==> src/rtl/mem_access_ctrl.sv <==
// CPU-side controller for an asynchronous RAM handshake (enable/Ready strobes, Clear completion
// flag), splitting dword transfers into two word parts and aborting stuck transfers on timeout.
module mem_access_ctrl #(
  parameter int TIMEOUT = 15
) (
  input  logic        clk,
  input  logic        reset,
  input  logic        cpu_req,
  input  logic        cpu_rw,
  input  logic [1:0]  cpu_dtype,
  input  logic [7:0]  cpu_addr,
  input  logic [31:0] cpu_wdata_lo,
  input  logic [31:0] cpu_wdata_hi,
  output logic        cpu_busy,
  output logic        cpu_done,
  output logic        cpu_err,
  output logic [31:0] cpu_rdata_lo,
  output logic [31:0] cpu_rdata_hi,
  output logic        mem_enable,
  output logic        mem_r_w,
  output logic        mem_Ready,
  output logic [1:0]  mem_dtype,
  output logic        mem_dwp1,
  output logic [7:0]  mem_addr,
  output logic [31:0] mem_data_in,
  input  logic        mem_Clear,
  input  logic [31:0] mem_data_out
);

  localparam int CW = (TIMEOUT > 1) ? $clog2(TIMEOUT) : 1;
  localparam logic [CW-1:0] CNT_LAST = CW'(TIMEOUT - 1);

  typedef enum logic [2:0] {
    IDLE, SETUP, STROBE, WAIT_LO, WAIT_HI, RELEASE, DROP, DONE
  } state_t;

  state_t        state;
  logic          clr_meta;
  logic          clr_s;
  logic [CW-1:0] cnt;
  logic          rw_q;
  logic [1:0]    dtype_q;
  logic [7:0]    addr_q;
  logic [31:0]   wlo_q;
  logic [31:0]   whi_q;
  logic          part2;
  logic          err_q;

  // Outputs are registered on the transition into each state, so enable and Ready
  // are always updated from different states and never toggle on the same edge.
  always_ff @(posedge clk) begin
    if (reset) begin
      state        <= IDLE;
      clr_meta     <= 1'b0;
      clr_s        <= 1'b0;
      cnt          <= '0;
      rw_q         <= 1'b0;
      dtype_q      <= 2'b00;
      addr_q       <= 8'h00;
      wlo_q        <= 32'h0;
      whi_q        <= 32'h0;
      part2        <= 1'b0;
      err_q        <= 1'b0;
      cpu_busy     <= 1'b0;
      cpu_done     <= 1'b0;
      cpu_err      <= 1'b0;
      cpu_rdata_lo <= 32'h0;
      cpu_rdata_hi <= 32'h0;
      mem_enable   <= 1'b1;
      mem_r_w      <= 1'b0;
      mem_Ready    <= 1'b0;
      mem_dtype    <= 2'b00;
      mem_dwp1     <= 1'b1;
      mem_addr     <= 8'h00;
      mem_data_in  <= 32'h0;
    end else begin
      clr_meta <= mem_Clear;
      clr_s    <= clr_meta;
      cpu_done <= 1'b0;
      cpu_err  <= 1'b0;

      case (state)
        IDLE: begin
          if (cpu_req) begin
            rw_q     <= cpu_rw;
            dtype_q  <= cpu_dtype;
            addr_q   <= cpu_addr;
            wlo_q    <= cpu_wdata_lo;
            whi_q    <= cpu_wdata_hi;
            part2    <= 1'b0;
            err_q    <= 1'b0;
            cpu_busy <= 1'b1;
            state    <= SETUP;
          end
        end
        SETUP: begin
          mem_enable  <= 1'b0;
          mem_Ready   <= 1'b0;
          mem_r_w     <= rw_q;
          mem_dtype   <= dtype_q;
          mem_addr    <= addr_q;
          mem_dwp1    <= ~part2;
          mem_data_in <= part2 ? whi_q : wlo_q;
          state       <= STROBE;
        end
        STROBE: begin
          mem_Ready <= 1'b1;
          cnt       <= '0;
          state     <= WAIT_LO;
        end
        // The timeout budget covers both wait states together; only a Clear edge
        // seen in WAIT_HI counts as a successful exit.
        WAIT_LO: begin
          if (cnt == CNT_LAST) begin
            err_q <= 1'b1;
            state <= RELEASE;
          end else begin
            cnt <= cnt + CW'(1);
            if (!clr_s) state <= WAIT_HI;
          end
        end
        WAIT_HI: begin
          if (clr_s) begin
            if (!rw_q) begin
              if (part2) begin
                cpu_rdata_hi <= mem_data_out;
              end else begin
                cpu_rdata_lo <= mem_data_out;
                if (dtype_q != 2'b11) cpu_rdata_hi <= 32'h0;
              end
            end
            state <= RELEASE;
          end else if (cnt == CNT_LAST) begin
            err_q <= 1'b1;
            state <= RELEASE;
          end else begin
            cnt <= cnt + CW'(1);
          end
        end
        RELEASE: begin
          mem_enable <= 1'b1;
          state      <= DROP;
        end
        DROP: begin
          mem_Ready <= 1'b0;
          if (dtype_q == 2'b11 && !part2 && !err_q) begin
            part2 <= 1'b1;
            state <= SETUP;
          end else begin
            cpu_done <= 1'b1;
            cpu_err  <= err_q;
            state    <= DONE;
          end
        end
        DONE: begin
          cpu_busy <= 1'b0;
          state    <= IDLE;
        end
        default: state <= IDLE;
      endcase
    end
  end

endmodule

==> config.mk <==
export PLATFORM = sky130hd
export DESIGN_NAME = mem_access_ctrl
export DESIGN_NICKNAME = d
export VERILOG_FILES = /design/src/rtl/mem_access_ctrl.sv
export SDC_FILE = /design/constraint.sdc
export NUM_CORES = 1
export LEC_CHECK = 0
export ABC_CLOCK_PERIOD_IN_PS = 2820
export BUFFER_PORTS_ARGS = -buffer_cell sky130_fd_sc_hd__buf_2
export CORE_MARGIN = 3
export CORE_UTILIZATION = 29
export DETAILED_ROUTE_END_ITERATION = 8
export PLACE_DENSITY_LB_ADDON = 0.1
export SLEW_MARGIN = 20
export SYNTH_ARGS = -nofsm -noshare
export SYNTH_HDL_FRONTEND = slang
export SYNTH_SLANG_ARGS = --single-unit
==> constraint.sdc <==
create_clock -name clk -period 2.82 [get_ports clk]
set_clock_uncertainty 0.2 [all_clocks]
set_input_delay 0.564 -clock clk [delete_from_list [all_inputs] [get_ports clk]]
set_output_delay 0.564 -clock clk [all_outputs]
set_load 0.01 [all_outputs]
# After elaboration in Yosys (flattened, before gate mapping)
# Cells that the tools add are included.
[totals]
register_bits = 199
out_inout_bits = 113
in_bits = 111
[classes]
n_eq_ne = 15
reduce_logical = 23
bitwise_logic = 3
n_mux = 24
addsub = 1
[ops]
columns = ["cell", "count"]
rows = [
  ["2-to-1 mux 32 bit", 3],
  ["case mux 3 bit (8 select lines)", 1],
  ["2-to-1 mux 3 bit", 6],
  ["equality test 3 bit, second input constant", 4],
  ["case mux 4 bit (3 select lines)", 1],
  ["nonzero test 2 bit", 5],
  ["AND reduction 3 bit", 3],
  ["2-to-1 mux 4 bit", 2],
  ["!= test 2 bit, second input constant", 4],
  ["case mux 1 bit (2 select lines)", 4],
  ["AND reduction 4 bit", 2],
  ["equality test 3 x 2 -> 1 bit, second input constant", 2],
  ["2-to-1 mux 1 bit", 6],
  ["!= test 3 bit, second input constant", 2],
  ["AND reduction 2 bit", 3],
  ["nonzero test 3 bit", 2],
  ["adder 4 x 1 -> 4 bit, second input constant", 1],
  ["equality test 4 bit, second input constant", 1],
  ["OR reduction 2 bit", 2],
  ["equality test 3 x 1 -> 1 bit, second input constant", 1],
  ["zero test 3 bit", 1],
  ["inverter 1 bit", 3],
  ["case mux 1 bit (3 select lines)", 1],
  ["OR reduction 3 bit", 1],
  ["3 further kinds", 5],
]

# Longest topological paths before layout
[logic_depth]
depth_word = 5
ltp_mapped = 7
mapped_depth_nobuf = 6

# Worst setup path after synthesis
# OpenSTA, ideal clock, no wires.
[synth_path]
kind = "register to register"
from = "register cnt[0]"
to = "register cnt[1]"
setup_time_ps = 70
period_less_slack_ps = 1876
arrival_ps = 1606
path_stages_with_launch = 7
slack_ps = 944
path_cell_list = "dfxtp_1 inv_1 ha_1 and4_1 o32a_1 or3b_1 a21oi_1"
[synth_between]
elab_chain_cells = 4
word_cells_on_any_way = 5
[synth_lines]
columns = ["element", "line_no", "text"]
rows = [
  ["start, declared", "40", "logic [CW-1:0] cnt;"],
  ["start signal, assigned", "118", "cnt <= cnt + CW'(1);"],
  ["start signal, assigned", "137", "cnt <= cnt + CW'(1);"],
  ["adder 4 x 1 -> 4 bit / equality test 4 bit (equally long branches)", "-", ""],
  ["2-to-1 mux 4 bit *", "114, 133", ""],
  ["2-to-1 mux 4 bit", "123", "if (clr_s) begin"],
  ["case mux 4 bit (3 select lines) *", "82", "case (state)"],
]
# Mark *: on every way between the ends. The rest lies on a longest branch, timed or not. The select of a mux whose other input is x is not followed.
# A chain may end at the register's enable or synchronous reset.

# Worst setup path in the final report
[layout_path]
from = "register state[2]"
to = "register cpu_rdata_hi[10]"
[layout_between]
elab_chain_cells = 2
[layout_lines]
columns = ["element", "line_no", "text"]
rows = [
  ["start, declared", "37", "state_t state;"],
  ["start signal, assigned", "53", "state <= IDLE;"],
  ["start signal, assigned", "93", "state <= SETUP;"],
  ["start signal, assigned", "104", "state <= STROBE;"],
  ["equality test 3 bit", "82", ""],
  ["AND reduction 4 bit (no line)", "-", ""],
  ["end signal, assigned", "126", "cpu_rdata_hi <= mem_data_out;"],
  ["end, declared", "18", "output logic [31:0] cpu_rdata_hi,"],
]
# No other way between the ends.

==> reports/results.tsv <==
stage	metric	value	unit
clock_network	clock tree sinks	199	
sta	Setup TNS Final	0	ps
run	total of max-cap violations	0	
sta	RSZ-0062 raised after global routing	no	
layout	nets	1154	
synthesis	Synthesized Nets	966	
sta	Slew Limit Fails	0	
detailed_routing	vias	6351	
clock_network	CTS hold repair buffers	0	
synthesis	top_reg_cell synth	dfxtp_1	
sta	min Tclk post-route	2150	ps
worst_setup_path	critical path launch point type	register	
detailed_routing	Via density	4.61	
pwr	Int Pwr	4420	uW
synthesis	flops & latches, synth	199	
min_path	worst hold path type	in2reg	
synthesis	yosys warns	0	
clock_network	CTS tree	yes	
worst_setup_path	WS Path Type	reg2reg	
clock_network	clock root buffer	clkbuf_16	
global_route	pin count of the biggest net entering global routing	77	
sta	Slew headroom	56.8	%
placed_design	pre-CTS setup slack	665	ps
layout	Filler cells	2617	
global_route	vias in the first global route	6104	
pwr	P per Cell Area	660	mW/mm^2
clock_network	postcts setup bufs	0	
die	Rows	57	
detailed_routing	total detailed-routing wirelength	20400	um
clock_network	Post-CTS Resized	0	
clock_network	clk_lat worst skew	420	ps
placed_design	DP HPWL	13300	um
clock_network	H-tree Lvls	4	
pwr	Worst VDD drop	0.000322	V
sta	maximum clock rate	465	MHz
worst_setup_path	slowest cell on the critical path	dfxtp_1	
global_route	GRT Util Overall	14.9	%
sta	fin worst setup slack	670	ps
synthesis	Seq/Total Area, Yosys	55.0	%
synthesis	Post-synth EDFFs	0	
pwr	Total Power	6110	uW
clock_network	maximum buffer depth of the clock tree	2	
die	chip width	164	um
pwr	LEAKAGE	0.00374	uW
synthesis	Cells after Synth	853	
synthesis	Async S/R FF share, synth	0	%
worst_setup_path	Arr. time, crit path	2320	ps
layout	fraction of layout cells with a size suffix above 1	25.9	%
worst_setup_path	crit end category	register	
sta	Slew @ Worst Pin	647	ps
worst_setup_path	max incr delay on CP	660	ps
sta	endpoints failing setup	0	
global_route	wire length of the first global-routing pass	32300	um
synthesis	synth unique cells	41	
sta	final hold viol count	0	
die	core area	0.0245	mm^2
die	I/O pins	224	
detailed_routing	DRC viols	0	
detailed_routing	Final ANT Viol Nets	0	
pwr	Logic pwr share	10.7	%
die	die area	0.0269	mm^2
global_route	initial antenna violation count	1	
worst_setup_path	CP required	2980	ps
worst_setup_path	worst path cell trace	nor4b_2 > and3_1 > buf_4 > a22oi_1 > nor2_1	
synthesis	synthesized area	0.00724	mm^2
global_route	global route overflow	0	
layout	synthesis-to-layout area growth	27.7	%
pwr	Sequential Power Share	49.9	%
placed_design	Buffers on Ports	223	
synthesis	Mean Syn Cell Area	8.49	um^2
clock_network	CTS Buf Count	17	
placed_design	RePlAce Congestion	0.711	
pwr	net switching power	1690	uW
layout	utilization of the core after routing	37.8	%
detailed_routing	First-pass DRT Iterations	5	
worst_setup_path	crit-path max FO	32	
detailed_routing	initial DRC count	346	
detailed_routing	routed length per instance	14.8	um
pwr	Clock power frac	39.4	%
die	DIE HEIGHT	164	um
run_status	outcome	finished clean	
sta	Period Utilization, post-route	76.3	%
die	Initial Util	29.6	%
pwr	switching share of power	27.6	%
clock_network	Worst-path clk slew	80	ps
## synth_stat cells (all sizes together), types with 2 or more instances
cell	n	area, um^2
clkbuf	44	165
a22oi	32	240
nor3	5	25.0
buf	24	114
nor2b	4	25.0
dfxtp	199	3980
nand3	2	10.0
nand3b	4	30.0
a211oi	32	240
inv	5	18.8
nor2	72	270
nor4b	2	30.0
nand2	241	905
mux2i	32	320
or3	2	12.5
or3b	2	17.5
ha	2	25.0
a21oi	126	631
o32ai	2	17.5
## sequential cells by signal, indices dropped and copies added (netlist names), 2 cells and up
signal        flops
dtype_q           2
wlo_q            32
mem_addr          8
mem_dtype         2
cpu_rdata_hi     32
cpu_rdata_lo     32
whi_q            32
addr_q            8
cnt               4
mem_data_in      32
state             3
## worst paths after layout
kind	startpoint	endpoint	slack, ps	cells after the start
min reg2reg	clr_meta	clr_s	250	1
min	mem_Clear	clr_meta	160	2
max	state[2]	cpu_rdata_hi[10]	670	5
max reg2reg	state[2]	cpu_rdata_hi[10]	670	5
## metal layers
layer	track usage [%]	vias to the layer above	routed length, um
li1	-	3256	-
met1	20.0	2921	9640
met2	23.4	156	9130
met3	4.56	16	1350
met4	4.15	2	235
met5	0	-	13
## cell usage in the layout, fill, tap and decap left out, types with 2 or more instances in the layout
cell	count
nand3_1	2
buf_12	4
inv_6	2
a22oi_1	32
inv_1	5
clkbuf_16	17
buf_2	222
or3_1	2
nor2_1	72
o32ai_1	2
nor2b_1	4
clkinv_8	3
or3b_1	2
mux2i_1	32
dfxtp_1	198
nand3b_1	4
ha_1	2
clkinv_4	5
inv_8	2
a21oi_1	126
a211oi_1	32
nand2_1	241
nor3_1	5
buf_4	10
## power by group through the flow
stage	Combinational, uW	Clock (uW)	Sequential (uW)
after floorplan	376	0	3120
after global placement	671	0	3110
after detailed placement	670	0	3110
after CTS	671	2510	3050
after global routing	744	2600	3070
final	652	2410	3050
## critical path, delay by kind of cell (launching register included)
family / cells / cell delay (ps)
AOI/OAI and AO/OA: 1 / 160
DFF: 1 / 660
buffers and inverters: 1 / 350
and+or+nand+nor: 3 / 710
## final cells by class
cell class	count	area [um^2]	share of cell area, %
Sequential cell	199	3990	43.1
Multi-Input combinational cell	581	2980	32.2
Timing Repair Buffer	237	1280	13.8
Clock buffer	19	443	4.79
Tap cell	324	405	4.38
Clock inverter	13	140	1.52
Inverter	5	18.8	0.203
Antenna cell	1	2.50	0.0271
## stage by stage
stage,std cells,hold WS [ps],cell area [um^2]
final,1379,159,9250
after global routing,1378,147,9250
after CTS,1378,133,9250
after detailed placement,1346,225,8660
after global placement,1346,241,8660
after floorplan,853,214,7240
## logic make-up after synthesis
group / share of synthesized area (%)
buf+inv: 4.11
flops: 55.0
simple gates: 19.0
fa+ha+maj: 0.345
compound gates: 17.2
mux: 4.42
Power figures use the tool's default switching activity.
